**src/rtl/instr_mem_loader_pkg.sv**
```systemverilog
// Shared definitions for the boot-time instruction-memory loader: FSM state
// encodings, stream field sizes and a small state-decoding helper.
package instr_mem_loader_pkg;

  // Loader FSM states, explicit 3-bit encodings
  typedef enum logic [2:0] {
    ST_IDLE  = 3'd0,
    ST_LEN0  = 3'd1,
    ST_LEN1  = 3'd2,
    ST_DATA  = 3'd3,
    ST_CHECK = 3'd4,
    ST_DONE  = 3'd5,
    ST_ERROR = 3'd6
  } state_t;

  // Stream field sizes in bytes
  localparam int LEN_BYTES  = 2;
  localparam int CSUM_BYTES = 1;

  // Derived field widths in bits
  localparam int LEN_W  = 8 * LEN_BYTES;
  localparam int CSUM_W = 8 * CSUM_BYTES;

  // States in which the loader is consuming the byte stream
  function automatic logic is_busy(input state_t s);
    return (s == ST_LEN0) || (s == ST_LEN1) || (s == ST_DATA) || (s == ST_CHECK);
  endfunction

endpackage

```
**src/rtl/instr_mem_loader_byte_word_packer.sv**
```systemverilog
// Packs a byte stream into little-endian 32-bit words. The word is valid for
// exactly one cycle after its fourth byte is accepted; the first byte of the
// next word may be accepted in that same cycle.
module byte_word_packer (
  input  logic        clock,
  input  logic        reset,
  input  logic        clear,
  input  logic        byte_vld,
  input  logic [7:0]  byte_data,
  output logic        last_lane,
  output logic        word_vld,
  output logic [31:0] word
);

  logic [1:0]  lane_p0;
  logic [31:0] shreg_p1;
  logic        vld_p1;

  // Lane counter and shift register; new bytes enter at the top so that after
  // four bytes the register reads {b3,b2,b1,b0}
  always_ff @(posedge clock or negedge reset) begin
    if (!reset) begin
      lane_p0  <= '0;
      shreg_p1 <= '0;
      vld_p1   <= 1'b0;
    end else if (clear) begin
      lane_p0  <= '0;
      shreg_p1 <= '0;
      vld_p1   <= 1'b0;
    end else begin
      vld_p1 <= byte_vld && (lane_p0 == 2'd3);
      if (byte_vld) begin
        lane_p0  <= lane_p0 + 2'd1;
        shreg_p1 <= {byte_data, shreg_p1[31:8]};
      end
    end
  end

  assign last_lane = (lane_p0 == 2'd3);
  assign word_vld  = vld_p1;
  assign word      = shreg_p1;

endmodule

```
**src/rtl/instr_mem_loader.sv**
```systemverilog
// Boot loader in front of the core: receives LEN_LO, LEN_HI, 4*N payload bytes
// and an XOR checksum, writes the words to instruction memory and releases the
// core (cpu_run) only once the whole image is in and the checksum matches.
module instr_mem_loader
  import instr_mem_loader_pkg::*;
#(
  parameter int ADDR_W    = 8,
  parameter int MAX_WORDS = 256
) (
  input  logic              clock,
  input  logic              reset,
  input  logic              start,
  input  logic              in_valid,
  input  logic [7:0]        in_data,
  output logic              in_ready,
  output logic              imem_we,
  output logic [ADDR_W-1:0] imem_addr,
  output logic [31:0]       imem_wdata,
  output logic              cpu_run,
  output logic              busy,
  output logic              error,
  output logic [ADDR_W:0]   word_count
);

  localparam logic [LEN_W-1:0] MAX_LEN = LEN_W'(MAX_WORDS);

  state_t              state, state_nxt;
  logic [7:0]          len_lo_q;
  logic [LEN_W-1:0]    len_q;
  logic [LEN_W-1:0]    len_full;
  logic [CSUM_W-1:0]   csum_q;
  logic [ADDR_W:0]     word_count_q;
  logic                xfer;
  logic                start_load;
  logic                pack_vld;
  logic                last_lane;
  logic                last_word;
  logic                word_vld;
  logic [31:0]         word;

  assign busy       = is_busy(state);
  assign in_ready   = busy;
  assign xfer       = in_valid && in_ready;
  assign start_load = start && !busy;
  assign len_full   = {in_data, len_lo_q};
  // The previous word's write has always retired by the time a lane-3 byte
  // arrives, so word_count is the number of completed words here
  assign last_word  = (LEN_W'(word_count_q) + LEN_W'(1)) == len_q;
  assign pack_vld   = xfer && (state == ST_DATA);

  byte_word_packer u_packer (
    .clock     (clock),
    .reset     (reset),
    .clear     (start_load),
    .byte_vld  (pack_vld),
    .byte_data (in_data),
    .last_lane (last_lane),
    .word_vld  (word_vld),
    .word      (word)
  );

  // FSM state register
  always_ff @(posedge clock or negedge reset) begin
    if (!reset) state <= ST_IDLE;
    else        state <= state_nxt;
  end

  // Next-state decode driven by start and accepted stream bytes
  always_comb begin
    state_nxt = state;
    unique case (state)
      ST_IDLE, ST_DONE, ST_ERROR: begin
        if (start) state_nxt = ST_LEN0;
      end
      ST_LEN0: begin
        if (xfer) state_nxt = ST_LEN1;
      end
      ST_LEN1: begin
        if (xfer) begin
          if (len_full == '0)          state_nxt = ST_CHECK;
          else if (len_full > MAX_LEN) state_nxt = ST_ERROR;
          else                         state_nxt = ST_DATA;
        end
      end
      ST_DATA: begin
        if (xfer && last_lane && last_word) state_nxt = ST_CHECK;
      end
      ST_CHECK: begin
        if (xfer) state_nxt = (in_data == csum_q) ? ST_DONE : ST_ERROR;
      end
      default: state_nxt = ST_IDLE;
    endcase
  end

  // Length, checksum accumulator and written-word counter
  always_ff @(posedge clock or negedge reset) begin
    if (!reset) begin
      len_lo_q     <= '0;
      len_q        <= '0;
      csum_q       <= '0;
      word_count_q <= '0;
    end else if (start_load) begin
      csum_q       <= '0;
      word_count_q <= '0;
    end else begin
      if (xfer && (state == ST_LEN0)) len_lo_q <= in_data;
      if (xfer && (state == ST_LEN1)) len_q    <= len_full;
      if (pack_vld)                   csum_q   <= csum_q ^ in_data;
      if (word_vld)                   word_count_q <= word_count_q + 1'b1;
    end
  end

  assign imem_we    = word_vld;
  assign imem_addr  = word_count_q[ADDR_W-1:0];
  assign imem_wdata = word;
  assign word_count = word_count_q;
  assign cpu_run    = (state == ST_DONE);
  assign error      = (state == ST_ERROR);

endmodule

```
**config.mk**
```make
export PLATFORM = sky130hd
export DESIGN_NAME = instr_mem_loader
export DESIGN_NICKNAME = d
export VERILOG_FILES = /design/src/rtl/instr_mem_loader_pkg.sv /design/src/rtl/instr_mem_loader_byte_word_packer.sv /design/src/rtl/instr_mem_loader.sv
export SDC_FILE = /design/constraint.sdc
export NUM_CORES = 1
export LEC_CHECK = 0
export ABC_CLOCK_PERIOD_IN_PS = 2550
export CAP_MARGIN = 40
export CORE_UTILIZATION = 40
export CTS_CLUSTER_DIAMETER = 100
export DETAILED_ROUTE_END_ITERATION = 8
export MAX_ROUTING_LAYER = met4
export PLACE_DENSITY = 0.65
export SLEW_MARGIN = 25
export SYNTH_ARGS = -nofsm -noshare
export SYNTH_HDL_FRONTEND = slang
export SYNTH_SLANG_ARGS = --single-unit
```
**constraint.sdc**
```tcl
create_clock -name clock -period 2.55 [get_ports clock]
set_clock_uncertainty 0.05 [all_clocks]
set_input_delay 0.3825 -clock clock [delete_from_list [all_inputs] [get_ports clock]]
set_output_delay 0.3825 -clock clock [all_outputs]
set_load 0.1 [all_outputs]
```
Yosys cells after proc, flatten, opt, wreduce, memory -nomap -nowiden
Cells that the tools add are included.
{"block": "op_classes", "eq_ne": 14, "n_bitwise": 2, "n_addsub": 3, "n_lt_le_gt_ge": 1, "reduce_logical": 20, "muxes": 18}
{"operator": "32-bit 2-to-1 mux", "count": 2}
{"operator": "3-bit 2-to-1 mux", "count": 7}
{"operator": "9-bit 2-to-1 mux", "count": 2}
{"operator": "10-bit by 16-bit == test with 1-bit output", "count": 1}
{"operator": "16-bit by 9-bit > comparator with 1-bit output (second input constant)", "count": 1}
{"operator": "16-bit zero test", "count": 1}
{"operator": "8-bit 2-to-1 mux", "count": 2}
{"operator": "3-bit case mux with 5 select lines", "count": 1}
{"operator": "9-bit by 1-bit adder with 10-bit output (second input constant)", "count": 1}
{"operator": "9-bit by 1-bit adder with 9-bit output (second input constant)", "count": 1}
{"operator": "3-bit == test (second input constant)", "count": 3}
{"operator": "8-bit == test", "count": 1}
{"operator": "1-bit logical AND", "count": 8}
{"operator": "2-bit != test (second input constant)", "count": 4}
{"operator": "8-bit bitwise XOR", "count": 1}
{"operator": "3-bit by 2-bit == test with 1-bit output (second input constant)", "count": 2}
{"operator": "2-bit 2-to-1 mux", "count": 3}
{"operator": "5-bit AND reduction", "count": 1}
{"operator": "2-bit AND reduction", "count": 2}
{"operator": "2-bit nonzero test", "count": 2}
{"operator": "3-bit by 1-bit == test with 1-bit output (second input constant)", "count": 1}
{"operator": "3-bit zero test", "count": 1}
{"operator": "1-bit logical OR", "count": 3}
{"operator": "3-bit OR reduction", "count": 1}
{"operator": "6 further kinds", "count": 6}
{"block": "totals", "elab_cells": 66, "ff_bits": 79, "in_bits": 12, "output_inout_bits": 54}

Depth between registers and ports, before layout
Gate-level depths: netlist (run 1).
{"block": "logic_depth", "word_depth": 9, "mapped_depth": 8, "depth_no_buf": 6}

Modules after synthesis
From an unflattened synthesis (run 1), not the netlist that was laid out.
{"block": "hier_totals", "cells_unflattened": 356, "area_unflattened_um2": 3913.8}
{"mod": "instr_mem_loader", "area_each_um2": 2457.4, "seq_area_each_um2": 1101.1, "instances": 1, "cells_per_inst": 242}
{"mod": "byte_word_packer", "area_each_um2": 1456.4, "seq_area_each_um2": 875.8, "instances": 1, "cells_per_inst": 114}

Worst setup path after synthesis (run 1)
OpenSTA, ideal clock, no wires.
{"block": "synth_timing", "path_kind": "reg-to-output", "start": "reg state[1]", "end": "out in_ready", "t_required_ns": 2.118, "path_slack_ns": -0.827, "path_buffers": 2, "path_stages_with_launch": 5, "t_arrival_ns": 2.945, "cell_sequence": "dfrtp_1 clkbuf_1 nor2_1 xnor2_1 buf_4"}
{"block": "synth_via", "elab_chain_cells": 4, "word_cells_on_any_way": 7, "cone_classes": "4 x eq/ne; 3 x reduce/logical"}
{"item": "start, declared", "line": "instr_mem_loader.sv:27", "text": "state_t state, state_nxt;"}
{"item": "start signal, assigned", "line": "instr_mem_loader.sv:65", "text": "else state <= state_nxt;"}
{"item": "3-bit by 1-bit == test with 1-bit output or 3-bit by 2-bit == test with 1-bit output (tied branches)", "line": "instr_mem_loader_pkg.sv:26", "text": "return (s == ST_LEN0) || (s == ST_LEN1) || (s == ST_DATA) || (s == ST_CHECK);"}
{"item": "1-bit logical OR (2 in series)", "line": "instr_mem_loader_pkg.sv:26"}
{"item": "1-bit logical OR *", "line": "instr_mem_loader_pkg.sv:26"}
{"item": "end, declared", "line": "instr_mem_loader.sv:15", "text": "output logic in_ready,"}
Mark *: on every way between the ends. The rest lies on a longest branch, timed or not.

Final worst setup path (run 1)
{"block": "layout_timing", "start": "reg word_count_q[0], in the netlist word_count[0]", "end": "reg state[1]"}
{"block": "layout_via", "elab_chain_cells": 5}
{"item": "start, declared", "line": "instr_mem_loader.sv:32", "text": "logic [ADDR_W:0] word_count_q;"}
{"item": "start signal, assigned", "line": "instr_mem_loader.sv:109", "text": "if (word_vld) word_count_q <= word_count_q + 1'b1;"}
{"item": "9-bit by 1-bit adder with 10-bit output", "line": "instr_mem_loader.sv:48", "text": "assign last_word = (LEN_W'(word_count_q) + LEN_W'(1)) == len_q;"}
{"item": "10-bit by 16-bit == test with 1-bit output", "line": "instr_mem_loader.sv:48"}
{"item": "1-bit logical AND", "line": "instr_mem_loader.sv:86", "text": "if (xfer && last_lane && last_word) state_nxt = ST_CHECK;"}
{"item": "2-bit by 1-bit != test with 1-bit output (no source line)"}
{"item": "5-bit AND reduction (no source line)"}
No other way between the ends.
A chain may end at the register's enable or synchronous reset.

==> run summary, run 1 <==
### Status
• complete, but fails checks — status
• hold timing — violated checks

### Detailed routing
• 4130 um — met2 WL
• 2926 — routed via count
• 3910 um — met1 WL
• 15.0 um — mean routed wirelength per cell
• 173 — drt first-iter violations
• met4 — top routing layer used
• 301 um — Routed met3 length
• 5.14 — number of vias per cell after detailed routing
• 8510 um — post-detailed-routing wire length
• 0 — count of unresolved DRC violations after routing
• 4 — Initial DRT Pass Iterations
• 0 — Post-DRT Antenna Nets

### Timing
• 0 — fin. max-slew vios
• 448 MHz — achievable clock frequency
• 0 — Final Setup Violations
• -0.00534 ns — worst hold slack
• 0.632 ns — transition time of the tightest slew-check pin
• false — RSZ-0062 raised after global routing
• 87.5% — fraction of the cycle the final worst path needs
• 57.9% — Slew Limit Headroom
• 0 ns — final-layout setup total negative slack
• 2.23 ns — time the final worst path needs with I/O delays and setup
• 4 — final hold violation count

### Global routing
• 0 — initial antenna violation count
• 52 — pin count of the biggest net entering global routing
• 19.0% — global routing usage summed across all routing layers
• 2814 — number of global-route vias before repair
• 0 — total overflow reported by the global router
• 14300 um — wire length of the first global-routing pass

### Synthesis
• 0 — EDFF count, synth
• 0.00380 mm2 — post-synth design cell area
• 377 — Post-Synthesis Cells
• 52.0% — fraction of post-synthesis cell area in the top cell type by area
• dfrtp_1, nand2_1, mux2_2 — leading cell types by total area after synthesis
• dfrtp_1 — dominant cell type by area after synthesis
• 100% — proportion of register bits with asynchronous set or reset after synthesis
• 10.1 um2 — synthesized area per cell
• 52.0% — proportion of synthesized chip area in sequential cells
• 391 — post-synth net total
• 44 — distinct cell type count after synthesis
• dfrtp_1 — flip-flop cell with the highest count after synthesis
• 0 — count of synthesis-stage warnings from yosys
• 79 — flop and latch count out of synthesis

### Place
• 554 — placed cell count
• 65 — input/output buffers
• 5900 um — Detailed Place HPWL
• 0.948 — final estimated routing congestion in global placement
• 0.00449 mm2 — Placed Area

### Run
• 0 — maximum capacitance violations

### Critical path
• 9 — critical-path maximum fanout
• compound AO/OA/AOI/OAI gates — dominant delay contributor by cell family on the critical path
• 0.32 ns — setup slack on the worst flop-to-flop path
• dfrtp_1 — critical-path cell with the highest stage delay
• 0 — count of buffering cells on the critical path with inverters included
• ha_1 -> and3_1 -> nor3_1 -> a31oi_1 -> o31ai_1 -> o211ai_1 — ordered cell list for the critical path
• 2.37 ns — data arrival time of the critical path
• reg2reg — class of the most critical setup path
• 0.51 ns — Largest stage delay, worst path
• register — startpoint type of the worst setup path
• 2.69 ns — required time of the worst setup path
• register — CP Capture Type

### Layout
• 50.7% — Layout Utilization
• 0.00468 mm2 — final instance area
• 23.1% — Syn-to-layout area delta
• 26.8% — fraction of final layout cells with drive strength greater than 1
• 0 — number of inserted diodes
• 569 — number of standard cells in the layout, taps in and fillers out
• 450 — final net count

### CTS
• 0 — Gates resized, CTS repair
• 0 — number of hold buffers added after cts
• built — TritonCTS clock tree
• 0.34 ns — clock latency on the worst-skew pair
• 79 — clock tree sinks
• 0.09 ns — clk slew on worst S/H paths
• 3 — H-tree lvl count
• clkbuf_8 — Root Buffer Master
• 0 — post-CTS setup buffers
• 9 — CTS buffer count
• 2 — Max clock buf depth

### Floorplan
• 66 — count of pins on the block boundary
• 35 — number of placement rows
• 0.00990 mm2 — DIE AREA
• 99.5 um — DIE HEIGHT
• 99.5 um — die width
• 0.00924 mm2 — floorplan core area
• 41.2% — Initial Utilization

### Min path
• in2async — worst min-delay path category

### Pwr
• 1090 mW/mm2 — ratio of total power to cell area
• 508 uV — Max VDD drop
• 2.09 nW — LEAKAGE

-- registers in the layout, summed over array words and instances, names as in the netlist --
register / flops
len_lo_q: 8
len_q: 16
csum_q: 8
state: 3
word_count: 9
u_packer.lane_p0: 2
u_packer.word: 32
u_packer.word_vld: 1
-- Yosys cell counts, types with 2 or more instances --
cell / n
mux2i_1: 2
o21ai_0: 3
nand3_1: 6
buf_4: 9
nand2_1: 76
clkbuf_1: 18
mux2_2: 24
buf_6: 4
or2b_1: 2
nor2_2: 2
and3_1: 2
nor3_1: 4
dfrtp_1: 79
nor2_1: 22
o31ai_1: 2
xor2_1: 29
nor4_1: 6
or3_1: 3
ha_1: 2
inv_1: 2
nand4_1: 6
and2_1: 2
a21oi_1: 37
o211ai_1: 2
xnor2_1: 9
or4_1: 6
-- area by class of cell --
class,instances,area [um2]
clock buffers,10,138
clock inverters,5,57.6
fillers,857,4560
inverters,2,7.51
multi-input cells,264,1670
flip-flops and latches,79,1980
well taps,129,161
repair buffers,80,676
-- placed cells by master, fill, tap and decap left out, types with 4 or more instances in the layout --
master,n
a21oi_1,37
buf_12,4
buf_4,66
clkbuf_8,10
clkdlybuf4s50_1,10
dfrtp_1,79
mux2_2,24
nand2_1,76
nand3_1,6
nand4_1,6
nor2_1,22
nor4_1,6
or4_1,6
xnor2_1,8
xor2_1,29
-- cells by family (layout without fill, tap and decap cells) --
group	after synthesis	count (layout)	share of synthesized area [%]
compound gates	54	54	8.29
fa+ha+maj	3	3	0.921
simple gates	143	143	17.4
flops	79	79	52.0
buf+inv	34	97	5.07
mux	26	26	7.63
xor+xnor	38	38	8.75
-- worst paths after layout --
check,start,endpoint,cells past startpoint
setup reg to reg,word_count[0]$_DFFE_PN0P_,state[1]$_DFFE_PN0P_,6
min in group clock,len_q[13]$_DFFE_PN0P_,len_q[13]$_DFFE_PN0P_,1
hold / removal,reset,u_packer.word[6]$_DFFE_PN0P_,1
setup / recovery,word_count[0]$_DFFE_PN0P_,state[1]$_DFFE_PN0P_,6
max in group asynchronous,reset,len_lo_q[5]$_DFFE_PN0P_,2
hold reg to reg,len_q[13]$_DFFE_PN0P_,len_q[13]$_DFFE_PN0P_,1
-- metrics by stage --
step | setup WS, ns | hold slack [ns] | total power, mW
detailed placement | 0.113 | 0.394 | 4.18
global route | 0.182 | 0.0414 | 5.36
global placement | 0.171 | 0.392 | 4.15
CTS | 0.359 | 0.0196 | 5.13
floorplan | 0.00722 | 0.0369 | 3.72
finish | 0.318 | -0.00534 | 5.09
-- metal layers --
| metal | vias up | GRT usage (%) |
|---|---|---|
| li1 | 1394 | - |
| met1 | 1438 | 25.5 |
| met2 | 76 | 29.3 |
| met3 | 18 | 2.67 |
| met4 | 0 | 7.58 |
| met5 | - | - |
-- worst reg2reg max path, stage by stage (launching register included) --
cell and delay (ns):
dfrtp_1 0.51, ha_1 0.31, and3_1 0.26, nor3_1 0.20, a31oi_1 0.11, o31ai_1 0.46
o211ai_1 0.17
-- where the power goes --
| group | switching (mW) | internal [mW] |
|---|---|---|
| Clock | 0.458 | 0.476 |
| Combinational | 1.51 | 0.643 |
| Sequential | 0.371 | 1.63 |
| Total | 2.34 | 2.75 |
(Power assumes the default switching activity.)
==> inputs of run 2 (changes only) <==
Settings changed: CORE_UTILIZATION 40 to 43, PLACE_DENSITY 0.65 to 0.69.
==> run 2 against run 1 <==
Against the previous run: the run still ends with hold timing left; first-iteration DRC count fell by 38%; maximum frequency rose by 2.2%; final cell count down 4.2%; total power up 1.5%; critical path depth did not move; via count shrank 2.8%; die area fell by 6.8%; clock power grew 7.0%; count of clock-buffer cells in the layout is 1 lower; worst setup slack better by 0.048 ns; register-to-register slack improved by 0.05 ns; critical path type unchanged; largest cell class unchanged; highest routed layer unchanged.
==> run summary, run 2 (same netlist as run 1, synthesis figures left out) <==
### Detailed routing
• 5.22 — number of vias per cell after detailed routing
• 108 — drt first-iter violations
• 15.6 um — mean routed wirelength per cell
• 0 — count of unresolved DRC violations after routing
• 8500 um — post-detailed-routing wire length
• 0 — Post-DRT Antenna Nets
• 4 — Initial DRT Pass Iterations
• 2843 — routed via count

### Timing
• 0 ns — final-layout setup total negative slack
• -0.00673 ns — worst hold slack
• false — RSZ-0062 raised after global routing
• 0 — Final Setup Violations
• 2.18 ns — time the final worst path needs with I/O delays and setup
• 58.1% — Slew Limit Headroom
• 0.629 ns — transition time of the tightest slew-check pin
• 85.6% — fraction of the cycle the final worst path needs
• 458 MHz — achievable clock frequency
• 12 — final hold violation count
• 0 — fin. max-slew vios

### Status
• hold timing — violated checks
• complete, but fails checks — status

### Critical path
• reg2reg — class of the most critical setup path
• compound AO/OA/AOI/OAI gates — dominant delay contributor by cell family on the critical path
• state[0]$_DFFE_PN0P_ — worst r2r dst
• word_count[0]$_DFFE_PN0P_ — Reg-to-Reg Start
• dfrtp_1 — critical-path cell with the highest stage delay
• 2.72 ns — required time of the worst setup path
• register — CP Capture Type
• register — startpoint type of the worst setup path
• 0 — count of buffering cells on the critical path with inverters included
• 9 — critical-path maximum fanout
• 6 — worst reg2reg path depth
• 0.51 ns — Largest stage delay, worst path
• 0.37 ns — setup slack on the worst flop-to-flop path
• ha_1 -> and3_1 -> a221o_1 -> a21boi_0 -> o32a_1 -> o211ai_1 — ordered cell list for the critical path
• 2.35 ns — data arrival time of the critical path

### CTS
• built — TritonCTS clock tree
• clkbuf_8 — Root Buffer Master
• 3 — H-tree lvl count
• 0 — post-CTS setup buffers
• 0 — number of hold buffers added after cts
• 79 — clock tree sinks
• 9 — CTS buffer count
• 0 — Gates resized, CTS repair
• 0.08 ns — clk slew on worst S/H paths
• 2 — Max clock buf depth
• 0.36 ns — clock latency on the worst-skew pair

### Global routing
• 13700 um — wire length of the first global-routing pass
• 2772 — number of global-route vias before repair
• 0 — initial antenna violation count
• 20.4% — global routing usage summed across all routing layers
• 80 — pin count of the biggest net entering global routing
• 0 — total overflow reported by the global router

### Place
• 65 — input/output buffers
• 0.871 — final estimated routing congestion in global placement
• 5960 um — Detailed Place HPWL
• 530 — placed cell count

### Pwr
• 2.09 nW — LEAKAGE
• 38.5% — Sequential Power Share
• 1110 mW/mm2 — ratio of total power to cell area
• 2.35 mW — NetSw
• 5.17 mW — Total Power Consumption
• 19.3% — clock power share
• 42.1% — share of power burned in combinational logic
• 45.5% — Sw Ratio
• 2.81 mW — internal power of the cells
• 537 uV — Max VDD drop

### Min path
• in2async — worst min-delay path category

### Run
• 0 — maximum capacitance violations

### Layout
• 450 — final net count
• 22.7% — Syn-to-layout area delta
• dfrtp_1, nand2_1, buf_4, a21oi_1, xor2_1 — commonest cells after routing, fill and taps aside
• 545 — number of standard cells in the layout, taps in and fillers out
• 32 — flip-flop count of the largest register after layout
• 0 — number of inserted diodes
• 26.8% — fraction of final layout cells with drive strength greater than 1
• dfrtp_1 — commonest non-fill, non-tap cell in the layout
• 731 — number of filler cells placed in the layout
• 55.7% — Layout Utilization

### Floorplan
• 96.1 um — DIE HEIGHT
• 33 — number of placement rows
• 96.1 um — die width
• 0.00923 mm2 — DIE AREA
• 45.4% — Initial Utilization
• 0.00838 mm2 — floorplan core area
• 66 — count of pins on the block boundary

run 2: worst max-delay path by stage:
stage                               from                    to  slack [ns]  depth (start not counted)
6_report       word_count[0]$_DFFE_PN0P_  state[0]$_DFFE_PN0P_        0.37                          6
5_1_grt        word_count[0]$_DFFE_PN0P_  state[0]$_DFFE_PN0P_        0.22                          6
4_1_cts        word_count[0]$_DFFE_PN0P_  state[0]$_DFFE_PN0P_        0.36                          6
3_5_place_dp                  in_data[4]  state[1]$_DFFE_PN0P_        0.13                          6
3_3_place_gp                  in_data[4]  state[1]$_DFFE_PN0P_        0.23                          6
2_1_floorplan  word_count[2]$_DFFE_PN0P_  state[2]$_DFFE_PN0P_       0.007                          6
run 2: metal layers:
layer | GRT usage, % | up-vias | wire [um]
li1 | - | 1390 | -
met1 | 26.4 | 1380 | 4050
met2 | 31.3 | 53 | 3950
met3 | 3.79 | 20 | 281
met4 | 9.20 | 0 | 212
met5 | - | - | 0
run 2: worst reg2reg max path, delay by kind of cell (launching register included):
family / cells / cell delay (ns)
fa+ha+maj: 1 / 0.32
flops: 1 / 0.51
simple gates: 1 / 0.27
compound gates: 4 / 0.90
run 2: cell type report:
class / count / area [um2] / area share [%]
clock inverter: 6 / 86.3 / 1.85
clock buffer: 9 / 124 / 2.65
tap: 105 / 131 / 2.82
timing repair buffer: 80 / 676 / 14.5
multi-input combinational: 264 / 1670 / 35.7
inverter: 2 / 7.51 / 0.161
sequential: 79 / 1980 / 42.4
run 2: power by group through the flow:
stage	clock network (mW)	registers (mW)	logic [mW]
final	0.999	1.99	2.18
after global routing	1.07	2.05	2.30
after CTS	1.02	1.99	2.19
after detailed placement	0	2.01	2.18
after global placement	0	2.00	2.14
after floorplan	0	2.67	1.04
run 2: stage by stage:
| step | setup slack [ns] | hold WS (ns) | instance area (um2) |
|---|---|---|---|
| detailed placement | 0.127 | 0.393 | 4460 |
| global placement | 0.225 | 0.390 | 4460 |
| CTS | 0.363 | 0.00893 | 4670 |
| floorplan | 0.00722 | 0.0369 | 3830 |
| finish | 0.366 | -0.00673 | 4670 |
| global route | 0.224 | 0.0114 | 4670 |
==> inputs of run 3 (changes only) <==
Settings changed: CORE_MARGIN from default to 2, GPL_ROUTABILITY_DRIVEN from default to 1, RECOVER_POWER from default to 25.
==> run 3 against run 2 <==
Against the previous run: the run now ends clean; first-iteration DRC count is 28% higher; clock power grew 11%; design area grew 0.38%; sequential power about the same; largest cell class unchanged; global-route usage down 2.1 points; critical path depth down 3; total power increased by 1.9%; register-to-register slack about the same; routed wire length shrank 1.5%; combinational power hardly changed; core utilization shrank 1.4 points.
==> run summary, run 3 (same netlist as run 1, synthesis figures left out) <==
### Timing
• 0 — Final Setup Violations
• 0 ns — final-layout setup total negative slack
• false — RSZ-0062 raised after global routing
• 0.985 ns — transition time of the tightest slew-check pin
• 0 — final hold violation count
• 0 — fin. max-slew vios
• 0.379 ns — crit path setup slack, layout
• 461 MHz — achievable clock frequency
• 34.3% — Slew Limit Headroom
• 2.17 ns — time the final worst path needs with I/O delays and setup
• 85.2% — fraction of the cycle the final worst path needs

### Layout
• dfrtp_1 — commonest non-fill, non-tap cell in the layout
• 23.2% — Syn-to-layout area delta
• 0.00468 mm2 — final instance area
• 54.2% — Layout Utilization
• 26.5% — fraction of final layout cells with drive strength greater than 1
• 0 — number of inserted diodes
• 450 — final net count
• 769 — number of filler cells placed in the layout
• dfrtp_1, nand2_1, buf_4, a21oi_1, xor2_1 — commonest cells after routing, fill and taps aside
• 32 — flip-flop count of the largest register after layout

### Floorplan
• 0.00961 mm2 — DIE AREA
• 66 — count of pins on the block boundary
• 98.1 um — die width
• 44.0% — Initial Utilization
• 0.00864 mm2 — floorplan core area
• 98.1 um — DIE HEIGHT
• 34 — number of placement rows

### Place
• 0.885 — final estimated routing congestion in global placement
• 65 — input/output buffers
• 0.197 ns — worst slack at placement
• 5920 um — Detailed Place HPWL
• 0.00445 mm2 — Placed Area

### Detailed routing
• 3900 um — met1 WL
• 8380 um — post-detailed-routing wire length
• 4 — Initial DRT Pass Iterations
• 138 — drt first-iter violations
• 15.3 um — mean routed wirelength per cell
• 0 — Post-DRT Antenna Nets
• 0 — count of unresolved DRC violations after routing
• 2832 — routed via count
• 4140 um — met2 WL
• 223 um — Routed met3 length
• 5.16 — number of vias per cell after detailed routing
• met4 — top routing layer used

### CTS
• built — TritonCTS clock tree
• 79 — clock tree sinks
• 0 — post-CTS setup buffers
• clkbuf_8 — Root Buffer Master
• 3 — H-tree lvl count
• 0 — Gates resized, CTS repair
• 0.34 ns — clock latency on the worst-skew pair
• 0.07 ns — clk slew on worst S/H paths
• 2 — Max clock buf depth
• 9 — CTS buffer count

### Min path
• 1 — hold-critical path depth
• len_q[13]$_DFFE_PN0P_ — source of the worst hold timing path
• len_q[13]$_DFFE_PN0P_ — hold-critical path endpoint
• reg2reg — worst min-delay path category

### Critical path
• 1.74 ns — data arrival time of the critical path
• state[1]$_DFFE_PN0P_ — worst r2r dst
• 10 — critical-path maximum fanout
• 0.38 ns — setup slack on the worst flop-to-flop path
• register — startpoint type of the worst setup path
• 6 — worst reg2reg path depth
• word_count[0]$_DFFE_PN0P_ — Reg-to-Reg Start
• output port — CP Capture Type
• reg2out — class of the most critical setup path
• 2.12 ns — required time of the worst setup path

### Run
• 0 — maximum capacitance violations

### Pwr
• 590 uV — Max VDD drop
• 2.10 nW — LEAKAGE
• 5.27 mW — Total Power Consumption
• 1120 mW/mm2 — ratio of total power to cell area

### Global routing
• 18.3% — global routing usage summed across all routing layers
• 2768 — number of global-route vias before repair
• 0 — initial antenna violation count
• 13800 um — wire length of the first global-routing pass
• 0 — total overflow reported by the global router
• 52 — pin count of the biggest net entering global routing

### Status
• complete, no violations — status

-- run 3: worst max-delay path by stage --
stage,from,endpoint
after floorplan,word_count[2]$_DFFE_PN0P_,state[2]$_DFFE_PN0P_
after global placement,in_data[4],state[1]$_DFFE_PN0P_
after detailed placement,in_data[4],state[1]$_DFFE_PN0P_
after CTS,state[1]$_DFFE_PN0P_,busy
after global routing,reset,state[1]$_DFFE_PN0P_
final,state[1]$_DFFE_PN0P_,busy
-- run 3: cell type report --
| type | instances | area (um2) | area share, % |
|---|---|---|---|
| Clock buffer | 10 | 128 | 2.72 |
| Timing Repair Buffer | 80 | 663 | 14.2 |
| Multi-Input combinational cell | 264 | 1670 | 35.6 |
| Tap cell | 108 | 135 | 2.88 |
| Sequential cell | 79 | 1980 | 42.2 |
| Inverter | 2 | 7.51 | 0.160 |
| Clock inverter | 6 | 109 | 2.32 |
-- run 3: per-layer routing --
metal	vias to the layer above	track usage [%]
met3	10	2.86
met5	-	-
li1	1393	-
met2	43	29.1
met1	1386	24.1
met4	0	6.09
-- run 3: what timing repair did --
| item | CTS | global route |
|---|---|---|
| hold endpoints to repair | 39 | 0 |
| hold buffers | 1 | 0 |
| endpoints found under the setup margin | 0 | 0 |
-- run 3: worst max-delay path, stage by stage, from the launching register on --
cell	delay [ns]
dfrtp_1	0.52
nor2_1	0.44
xnor2_4	0.23
buf_12	0.22
-- run 3: per-stage QoR --
stage / hold WS [ns] / std cells
floorplan: 0.0369 / 377
global placement: 0.433 / 531
detailed placement: 0.344 / 532
CTS: 0.461 / 549
global route: 0.466 / 549
finish: 0.457 / 549
-- run 3: report_power, final --
part	total, mW	leakage, nW	switching, mW	internal, mW
registers	1.99	0.976	0.360	1.63
logic	2.16	1.00	1.52	0.641
clock network	1.11	0.120	0.463	0.650
